**src/rtl/rwkv_crg_pkg.sv**
```systemverilog
`default_nettype none
// ============================================================================
// Module      : rwkv_crg_pkg
// Description : Shared types and constants for the rwkv clock/reset
//               generator bring-up sequencer: FSM state encoding, domain
//               indices into dom_rst_n, and the domain release order.
// Revision    : 1.0 - initial release
// ============================================================================
package rwkv_crg_pkg;

    typedef enum logic [2:0] {
        ST_PLL_RST   = 3'd0,
        ST_WAIT_LOCK = 3'd1,
        ST_REL       = 3'd2,
        ST_RUN       = 3'd3,
        ST_SW_HOLD   = 3'd4,
        ST_SW_SETTLE = 3'd5
    } crg_state_e;

    // Bit positions inside dom_rst_n
    localparam int unsigned DOM_CLK1 = 0;
    localparam int unsigned DOM_CLK2 = 1;
    localparam int unsigned DOM_CLK3 = 2;
    localparam int unsigned N_DOM    = 3;

    // Domains are released clk2 first, then clk3, and clk1 last
    localparam logic [1:0] REL_ORDER [N_DOM] = '{2'd1, 2'd2, 2'd0};

    // Maps a release index to a dom_rst_n bit position
    function automatic logic [1:0] rel_dom(input logic [1:0] idx);
        case (idx)
            2'd0:    rel_dom = REL_ORDER[0];
            2'd1:    rel_dom = REL_ORDER[1];
            default: rel_dom = REL_ORDER[2];
        endcase
    endfunction

endpackage : rwkv_crg_pkg
`default_nettype wire

```
**src/rtl/rwkv_sync2.sv**
```systemverilog
`default_nettype none
// ============================================================================
// Module      : rwkv_sync2
// Description : Two-flop synchroniser for a single asynchronous level.
//               Output resets to 0.
// Ports       : clk   - destination clock
//               rst_n - asynchronous active-low reset
//               d     - asynchronous input level
//               q     - synchronised level (2-cycle latency)
// Revision    : 1.0 - initial release
// ============================================================================
module rwkv_sync2 (
    input  logic clk,
    input  logic rst_n,
    input  logic d,
    output logic q
);

    logic meta_q;
    logic sync_q;

    always_ff @(posedge clk or negedge rst_n) begin
        if (!rst_n) begin
            meta_q <= 1'b0;
            sync_q <= 1'b0;
        end else begin
            meta_q <= d;
            sync_q <= meta_q;
        end
    end

    assign q = sync_q;

endmodule : rwkv_sync2
`default_nettype wire

```
**src/rtl/rwkv_crg_seq.sv**
```systemverilog
`default_nettype none
// ============================================================================
// Module      : rwkv_crg_seq
// Description : Bring-up and clk1 clock-switch sequencer feeding the rwkv
//               CRG. Holds the PLL in reset, waits for a stable lock,
//               releases the clk2, clk3 and clk1 domain resets in turn and
//               then performs glitch-safe clk1 source switches with clk1 held
//               in reset around the BUFGMUX select change. Any lock loss
//               after bring-up starts drops all domains and restarts.
// Ports       : clk_src       - free-running source clock (only clock)
//               rst_n_sys     - asynchronous active-low reset
//               pll_locked    - asynchronous PLL lock indication
//               sel_req       - requested clk1 source (clk_src domain level)
//               pll_reset     - PLL reset, active high
//               dom_rst_n     - per-domain reset request, active low
//                               [0]=clk1 [1]=clk2 [2]=clk3
//               clk1_sel      - BUFGMUX select for clk1
//               busy          - high whenever the sequencer is not in RUN
//               lock_lost_cnt - saturating count of lock losses after bring-up
//               lock_timeout  - one-cycle pulse per WAIT_LOCK timeout
//                               (only with RWKV_CRG_LOCK_TIMEOUT_EN)
// Options     : RWKV_CRG_LOCK_TIMEOUT_EN - bound WAIT_LOCK by
//               LOCK_TIMEOUT_CYC total cycles and retry the PLL reset.
// Revision    : 1.0 - initial release
// ============================================================================
module rwkv_crg_seq
    import rwkv_crg_pkg::*;
#(
    parameter int unsigned PLL_RST_CYC     = 64,
    parameter int unsigned LOCK_STABLE_CYC = 256,
    parameter int unsigned REL_GAP_CYC     = 16,
    parameter int unsigned SW_HOLD_CYC     = 8,
    parameter int unsigned SW_SETTLE_CYC   = 32,
`ifdef RWKV_CRG_LOCK_TIMEOUT_EN
    parameter int unsigned LOCK_TIMEOUT_CYC = 65535,
`endif
    parameter int unsigned CNT_W           = 16,
    parameter logic        SEL_INIT        = 1'b0
) (
    input  logic       clk_src,
    input  logic       rst_n_sys,
    input  logic       pll_locked,
    input  logic       sel_req,
    output logic       pll_reset,
    output logic [2:0] dom_rst_n,
    output logic       clk1_sel,
    output logic       busy,
    output logic [7:0] lock_lost_cnt
`ifdef RWKV_CRG_LOCK_TIMEOUT_EN
    ,
    output logic       lock_timeout
`endif
);

    localparam logic [CNT_W-1:0] c_ONE        = CNT_W'(1);
    localparam logic [CNT_W-1:0] c_PLL_END    = CNT_W'(PLL_RST_CYC - 1);
    localparam logic [CNT_W-1:0] c_STABLE_END = CNT_W'(LOCK_STABLE_CYC - 1);
    localparam logic [CNT_W-1:0] c_GAP_END    = CNT_W'(REL_GAP_CYC - 1);
    localparam logic [CNT_W-1:0] c_HOLD_END   = CNT_W'(SW_HOLD_CYC - 1);
    localparam logic [CNT_W-1:0] c_SETTLE_END = CNT_W'(SW_SETTLE_CYC - 1);
`ifdef RWKV_CRG_LOCK_TIMEOUT_EN
    localparam logic [CNT_W-1:0] c_TO_END     = CNT_W'(LOCK_TIMEOUT_CYC - 1);
`endif

    logic lk;

    crg_state_e       state_q,     state_d;
    logic [CNT_W-1:0] timer_q,     timer_d;
    logic [1:0]       rel_idx_q,   rel_idx_d;
    logic             pll_reset_q, pll_reset_d;
    logic [2:0]       dom_rst_n_q, dom_rst_n_d;
    logic             clk1_sel_q,  clk1_sel_d;
    logic             busy_q,      busy_d;
    logic [7:0]       lost_cnt_q,  lost_cnt_d;
`ifdef RWKV_CRG_LOCK_TIMEOUT_EN
    logic [CNT_W-1:0] to_cnt_q,    to_cnt_d;
    logic             lock_to_q,   lock_to_d;
`endif

    logic lock_loss;
    logic count_loss;

    rwkv_sync2 u_lock_sync (
        .clk   (clk_src),
        .rst_n (rst_n_sys),
        .d     (pll_locked),
        .q     (lk)
    );

    always_comb begin
        state_d     = state_q;
        timer_d     = timer_q + c_ONE;
        rel_idx_d   = rel_idx_q;
        pll_reset_d = pll_reset_q;
        dom_rst_n_d = dom_rst_n_q;
        clk1_sel_d  = clk1_sel_q;
        lost_cnt_d  = lost_cnt_q;
        lock_loss   = 1'b0;
        count_loss  = 1'b0;
`ifdef RWKV_CRG_LOCK_TIMEOUT_EN
        // Zero outside WAIT_LOCK, so it starts cleared on every entry
        to_cnt_d    = '0;
        lock_to_d   = 1'b0;
`endif

        case (state_q)
            ST_PLL_RST: begin
                pll_reset_d = 1'b1;
                dom_rst_n_d = '0;
                if (timer_q == c_PLL_END) begin
                    state_d     = ST_WAIT_LOCK;
                    timer_d     = '0;
                    pll_reset_d = 1'b0;
                end
            end

            ST_WAIT_LOCK: begin
`ifdef RWKV_CRG_LOCK_TIMEOUT_EN
                to_cnt_d = to_cnt_q + c_ONE;
`endif
                // timer counts consecutive synced-locked cycles
                if (lk && (timer_q == c_STABLE_END)) begin
                    state_d                  = ST_REL;
                    timer_d                  = '0;
                    rel_idx_d                = 2'd1;
                    dom_rst_n_d[rel_dom(2'd0)] = 1'b1;
                end
`ifdef RWKV_CRG_LOCK_TIMEOUT_EN
                else if (to_cnt_q == c_TO_END) begin
                    state_d     = ST_PLL_RST;
                    timer_d     = '0;
                    pll_reset_d = 1'b1;
                    lock_to_d   = 1'b1;
                end
`endif
                else if (!lk) begin
                    timer_d = '0;
                end
            end

            ST_REL: begin
                if (!lk) begin
                    lock_loss = 1'b1;
                end else if (timer_q == c_GAP_END) begin
                    timer_d = '0;
                    if (rel_idx_q == 2'd3) begin
                        state_d = ST_RUN;
                    end else begin
                        dom_rst_n_d[rel_dom(rel_idx_q)] = 1'b1;
                        rel_idx_d                       = rel_idx_q + 2'd1;
                    end
                end
            end

            ST_RUN: begin
                timer_d = '0;
                if (!lk) begin
                    lock_loss  = 1'b1;
                    count_loss = 1'b1;
                end else if (sel_req != clk1_sel_q) begin
                    state_d               = ST_SW_HOLD;
                    dom_rst_n_d[DOM_CLK1] = 1'b0;
                end
            end

            ST_SW_HOLD: begin
                if (!lk) begin
                    lock_loss  = 1'b1;
                    count_loss = 1'b1;
                end else if (timer_q == c_HOLD_END) begin
                    state_d    = ST_SW_SETTLE;
                    timer_d    = '0;
                    clk1_sel_d = ~clk1_sel_q;
                end
            end

            ST_SW_SETTLE: begin
                if (!lk) begin
                    lock_loss  = 1'b1;
                    count_loss = 1'b1;
                end else if (timer_q == c_SETTLE_END) begin
                    state_d               = ST_RUN;
                    timer_d               = '0;
                    dom_rst_n_d[DOM_CLK1] = 1'b1;
                end
            end

            default: begin
                state_d = ST_PLL_RST;
                timer_d = '0;
            end
        endcase

        // Lock loss overrides everything above in the same cycle;
        // clk1_sel is intentionally left untouched.
        if (lock_loss) begin
            state_d     = ST_PLL_RST;
            timer_d     = '0;
            pll_reset_d = 1'b1;
            dom_rst_n_d = '0;
        end

        if (count_loss && (lost_cnt_q != 8'hFF)) begin
            lost_cnt_d = lost_cnt_q + 8'd1;
        end

        busy_d = (state_d != ST_RUN);
    end

    always_ff @(posedge clk_src or negedge rst_n_sys) begin
        if (!rst_n_sys) begin
            state_q     <= ST_PLL_RST;
            timer_q     <= '0;
            rel_idx_q   <= 2'd0;
            pll_reset_q <= 1'b1;
            dom_rst_n_q <= 3'b000;
            clk1_sel_q  <= SEL_INIT;
            busy_q      <= 1'b1;
            lost_cnt_q  <= 8'd0;
`ifdef RWKV_CRG_LOCK_TIMEOUT_EN
            to_cnt_q    <= '0;
            lock_to_q   <= 1'b0;
`endif
        end else begin
            state_q     <= state_d;
            timer_q     <= timer_d;
            rel_idx_q   <= rel_idx_d;
            pll_reset_q <= pll_reset_d;
            dom_rst_n_q <= dom_rst_n_d;
            clk1_sel_q  <= clk1_sel_d;
            busy_q      <= busy_d;
            lost_cnt_q  <= lost_cnt_d;
`ifdef RWKV_CRG_LOCK_TIMEOUT_EN
            to_cnt_q    <= to_cnt_d;
            lock_to_q   <= lock_to_d;
`endif
        end
    end

    assign pll_reset     = pll_reset_q;
    assign dom_rst_n     = dom_rst_n_q;
    assign clk1_sel      = clk1_sel_q;
    assign busy          = busy_q;
    assign lock_lost_cnt = lost_cnt_q;
`ifdef RWKV_CRG_LOCK_TIMEOUT_EN
    assign lock_timeout  = lock_to_q;
`endif

endmodule : rwkv_crg_seq
`default_nettype wire
```
**config.mk**
```make
export PLATFORM = sky130hd
export DESIGN_NAME = rwkv_crg_seq
export DESIGN_NICKNAME = d
export VERILOG_FILES = /design/src/rtl/rwkv_crg_pkg.sv /design/src/rtl/rwkv_sync2.sv /design/src/rtl/rwkv_crg_seq.sv
export SDC_FILE = /design/constraint.sdc
export NUM_CORES = 1
export LEC_CHECK = 0
export ABC_CLOCK_PERIOD_IN_PS = 2700
export BUFFER_PORTS_ARGS = -buffer_cell sky130_fd_sc_hd__buf_2
export CAP_MARGIN = 20
export CORE_MARGIN = 3
export CORE_UTILIZATION = 59
export CTS_CLUSTER_DIAMETER = 80
export DETAILED_ROUTE_END_ITERATION = 10
export GPL_TIMING_DRIVEN = 0
export PLACE_DENSITY = 0.9
export SETUP_SLACK_MARGIN = 0.02
export SLEW_MARGIN = 10
export SYNTH_ARGS = -nofsm -noshare
export SYNTH_HDL_FRONTEND = slang
export SYNTH_SLANG_ARGS = --single-unit
```
**constraint.sdc**
```tcl
create_clock -name clk_src -period 2.7 [get_ports clk_src]
set_input_delay 0.405 -clock clk_src [delete_from_list [all_inputs] [get_ports clk_src]]
set_output_delay 0.405 -clock clk_src [all_outputs]
set_load 0.02 [all_outputs]
```
==> metrics <==
f_max 401 MHz; CP startpoint kind flop; ANT cells 0; Layout Cells excl Fill 287; die area 4330 um2; Final ANT Viol Nets 0; final count of hold timing violations 0; capturing point of the worst reg2reg path timer_q[10]; commonest non-fill, non-tap cell in the layout dfrtp_1; routed wl met3 339 um; top layer in use met4; # rows 21; Bufs on Longest Clock Path 2; drt total wl 4.44 mm; I/O pins 18; CTS Buf Count 5; CP Data Arrival Time 2.74 ns; vias in the first global route 1,613; initial DRC count 135; slew margin rel. 46.6%; cell family with most CP delay compound AO/OA/AOI/OAI gates; initial antenna violation count 0; Leak 1.07 nW; final setup violating endpoints 0; port bufs 17; Slowest cell on crit path o41ai_4; core area 3390 um2; crit path max fanout 10; part of the cycle the worst path needs 92.4%; CTS Root Cell clkbuf_4; CTS tree yes; drt wl/cell 15.5 um; status finished, final reports clean; Worst Max-Slew Pin Slew 0.801 ns; Final Max Tran Viols 0; die height 65.8 um; Initial Util 62.3%; synthesized flop and latch total 37; worst reg-to-reg path cell count 8; clk_skew 0.0116 ns; Sink Count 37; worst reg2reg setup slack 0.21 ns; die width 65.8 um; Worst-path clk slew 0.11 ns; first-pass GRT wire length 7.58 mm; CP Cell Sequence ha_1, and4_1, buf_4, nand4_1, a32o_2, o41ai_4, buf_6, nor2_1; sequential area share after synthesis 44.0%; Comb pwr share 2.2%; pwr/cell area 372 nW/um2; number of synthesized flops with an enable pin 0; fin crit period 2.49 ns; Synthesized Nets 226; layout cells sized above 1 16.6%; Fillers 255; Worst R2R Start timer_q[0]; Post-CTS Setup Inserts 0; synth warn 0; Synth Flop Type dfrtp_1; WP buf/inv 2; Final #Nets 250; mapped cell area 2110 um2; iteration count of the initial detailed-routing pass 5; final setup TNS 0 ns; WP data required 2.94 ns; Worst Setup End Kind flop; hold_buf cts 0; dpl cells 279; peak supply drop 0.310 mV; max capacitance violation total 0; sequential share of power 64.9%; Skew-Pair Late Insertion Delay 0.35 ns; GR Overflow Total 0; post_cts resized 0; DRT met1 WL 1.97 mm; P&R area growth vs syn 9.25%; Worst Hold Slack 0.127 ns; leading cell types in the layout, fill and taps excluded dfrtp_1 (35), nor2_1 (29), buf_2 (19), nand2_1 (15), xor2_1 (14); Clock Power Share 32.9%; P_sw 0.197 mW; Async S/R FF share, synth 100%; via count 1,757; DR WL met2 2.07 mm; CP Class flop to flop; Post-route DRC 0; Syn Inst Count 216; cell internal pwr 0.661 mW; GPL Wtd Cong 0.955; sw frac 23.0%; largest net degree at the start of global routing 38; distinct cell type count of the synthesized netlist 54; Critical Path Max Stage Delay 0.58 ns; H-tree levels 2; hold crit path type input pin to asynchronous set/reset pin; GR Util All Layers 23.0%; RSZ-0062 raised after global routing false; Avg Inst Size Synth 9.77 um2; Avg Vias per Cell 6.12; half-perimeter wire length after detailed placement 3.24 mm
synthesized netlist by cell type, types with 3 or more instances:
library cell / number / area [um2]
clkbuf_1: 7 / 26.3
and3_1: 5 / 31.3
o21ai_0: 6 / 30.0
and4_1: 3 / 26.3
nand3_1: 7 / 35.0
a21oi_1: 11 / 55.1
ha_1: 6 / 75.1
xnor2_1: 8 / 70.1
nor2_1: 29 / 109
nand4_1: 11 / 68.8
xor2_1: 14 / 123
inv_1: 5 / 18.8
dfrtp_1: 35 / 876
nand2_1: 15 / 56.3
per-stage QoR:
stage          instance area [um2]  power [mW]  utilization [%]  setup WS, ns
4_1_cts                       2310       0.867             68.0         0.219
5_1_grt                       2310       0.902             68.0        0.0458
3_5_place_dp                  2250       0.587             66.5         0.211
3_3_place_gp                  2250       0.587             66.5         0.331
6_report                      2310       0.859             68.0         0.205
2_1_floorplan                 2110       0.572                -         0.577
how the worst max path moves through the flow:
stage | startpoint | endpoint | slack, ns | cells past startpoint
floorplan | timer_q[0] | timer_q[8] | 0.58 | 8
global route | timer_q[0] | timer_q[11] | 0.05 | 7
detailed placement | timer_q[0] | timer_q[12] | 0.21 | 8
finish | timer_q[0] | timer_q[10] | 0.21 | 8
global placement | timer_q[0] | timer_q[7] | 0.33 | 8
CTS | timer_q[0] | timer_q[10] | 0.22 | 8
power groups by stage:
stage,Clock [mW],Combinational (mW),Sequential (mW)
detailed placement,0,0.0197,0.568
CTS,0.290,0.0197,0.557
global route,0.323,0.0216,0.557
floorplan,0,0.00490,0.567
global placement,0,0.0193,0.567
finish,0.283,0.0190,0.557
logic make-up (layout without fill, tap and decap cells):
family / Yosys count / after routing / share of synthesized area [%]
and+or+nand+nor: 94 / 94 / 25.3
AOI/OAI and AO/OA: 39 / 39 / 13.6
DFF: 37 / 37 / 44.0
xor gates and xnor gates: 22 / 22 / 9.13
buffers and inverters: 16 / 41 / 3.50
adders and majority gates: 6 / 6 / 3.56
muxes: 2 / 2 / 1.01
final cells by class:
cell class | instances | area, um2 | share of cell area [%]
well taps | 46 | 57.6 | 2.50
repair buffers | 17 | 85.1 | 3.69
flip-flops and latches | 37 | 928 | 40.3
inverters | 5 | 18.8 | 0.814
clock buffers | 7 | 45.0 | 1.95
clock inverters | 1 | 7.51 | 0.326
plain buffers | 11 | 55.1 | 2.39
multi-input cells | 163 | 1110 | 48.1
state kept, by name, summed over array words and instances (netlist names), 2 cells and up:
name and cells:
timer_q 16, lock_lost_cnt 8, dom_rst_n 3, state_q 3, rel_idx_q 2
routing by layer:
metal  vias to the layer above  track usage (%)
met1                       836             31.1
met5                         -                0
met3                        10             6.97
met4                         0             7.25
met2                        80             35.5
li1                        831                -
(Power assumes the default switching activity.)
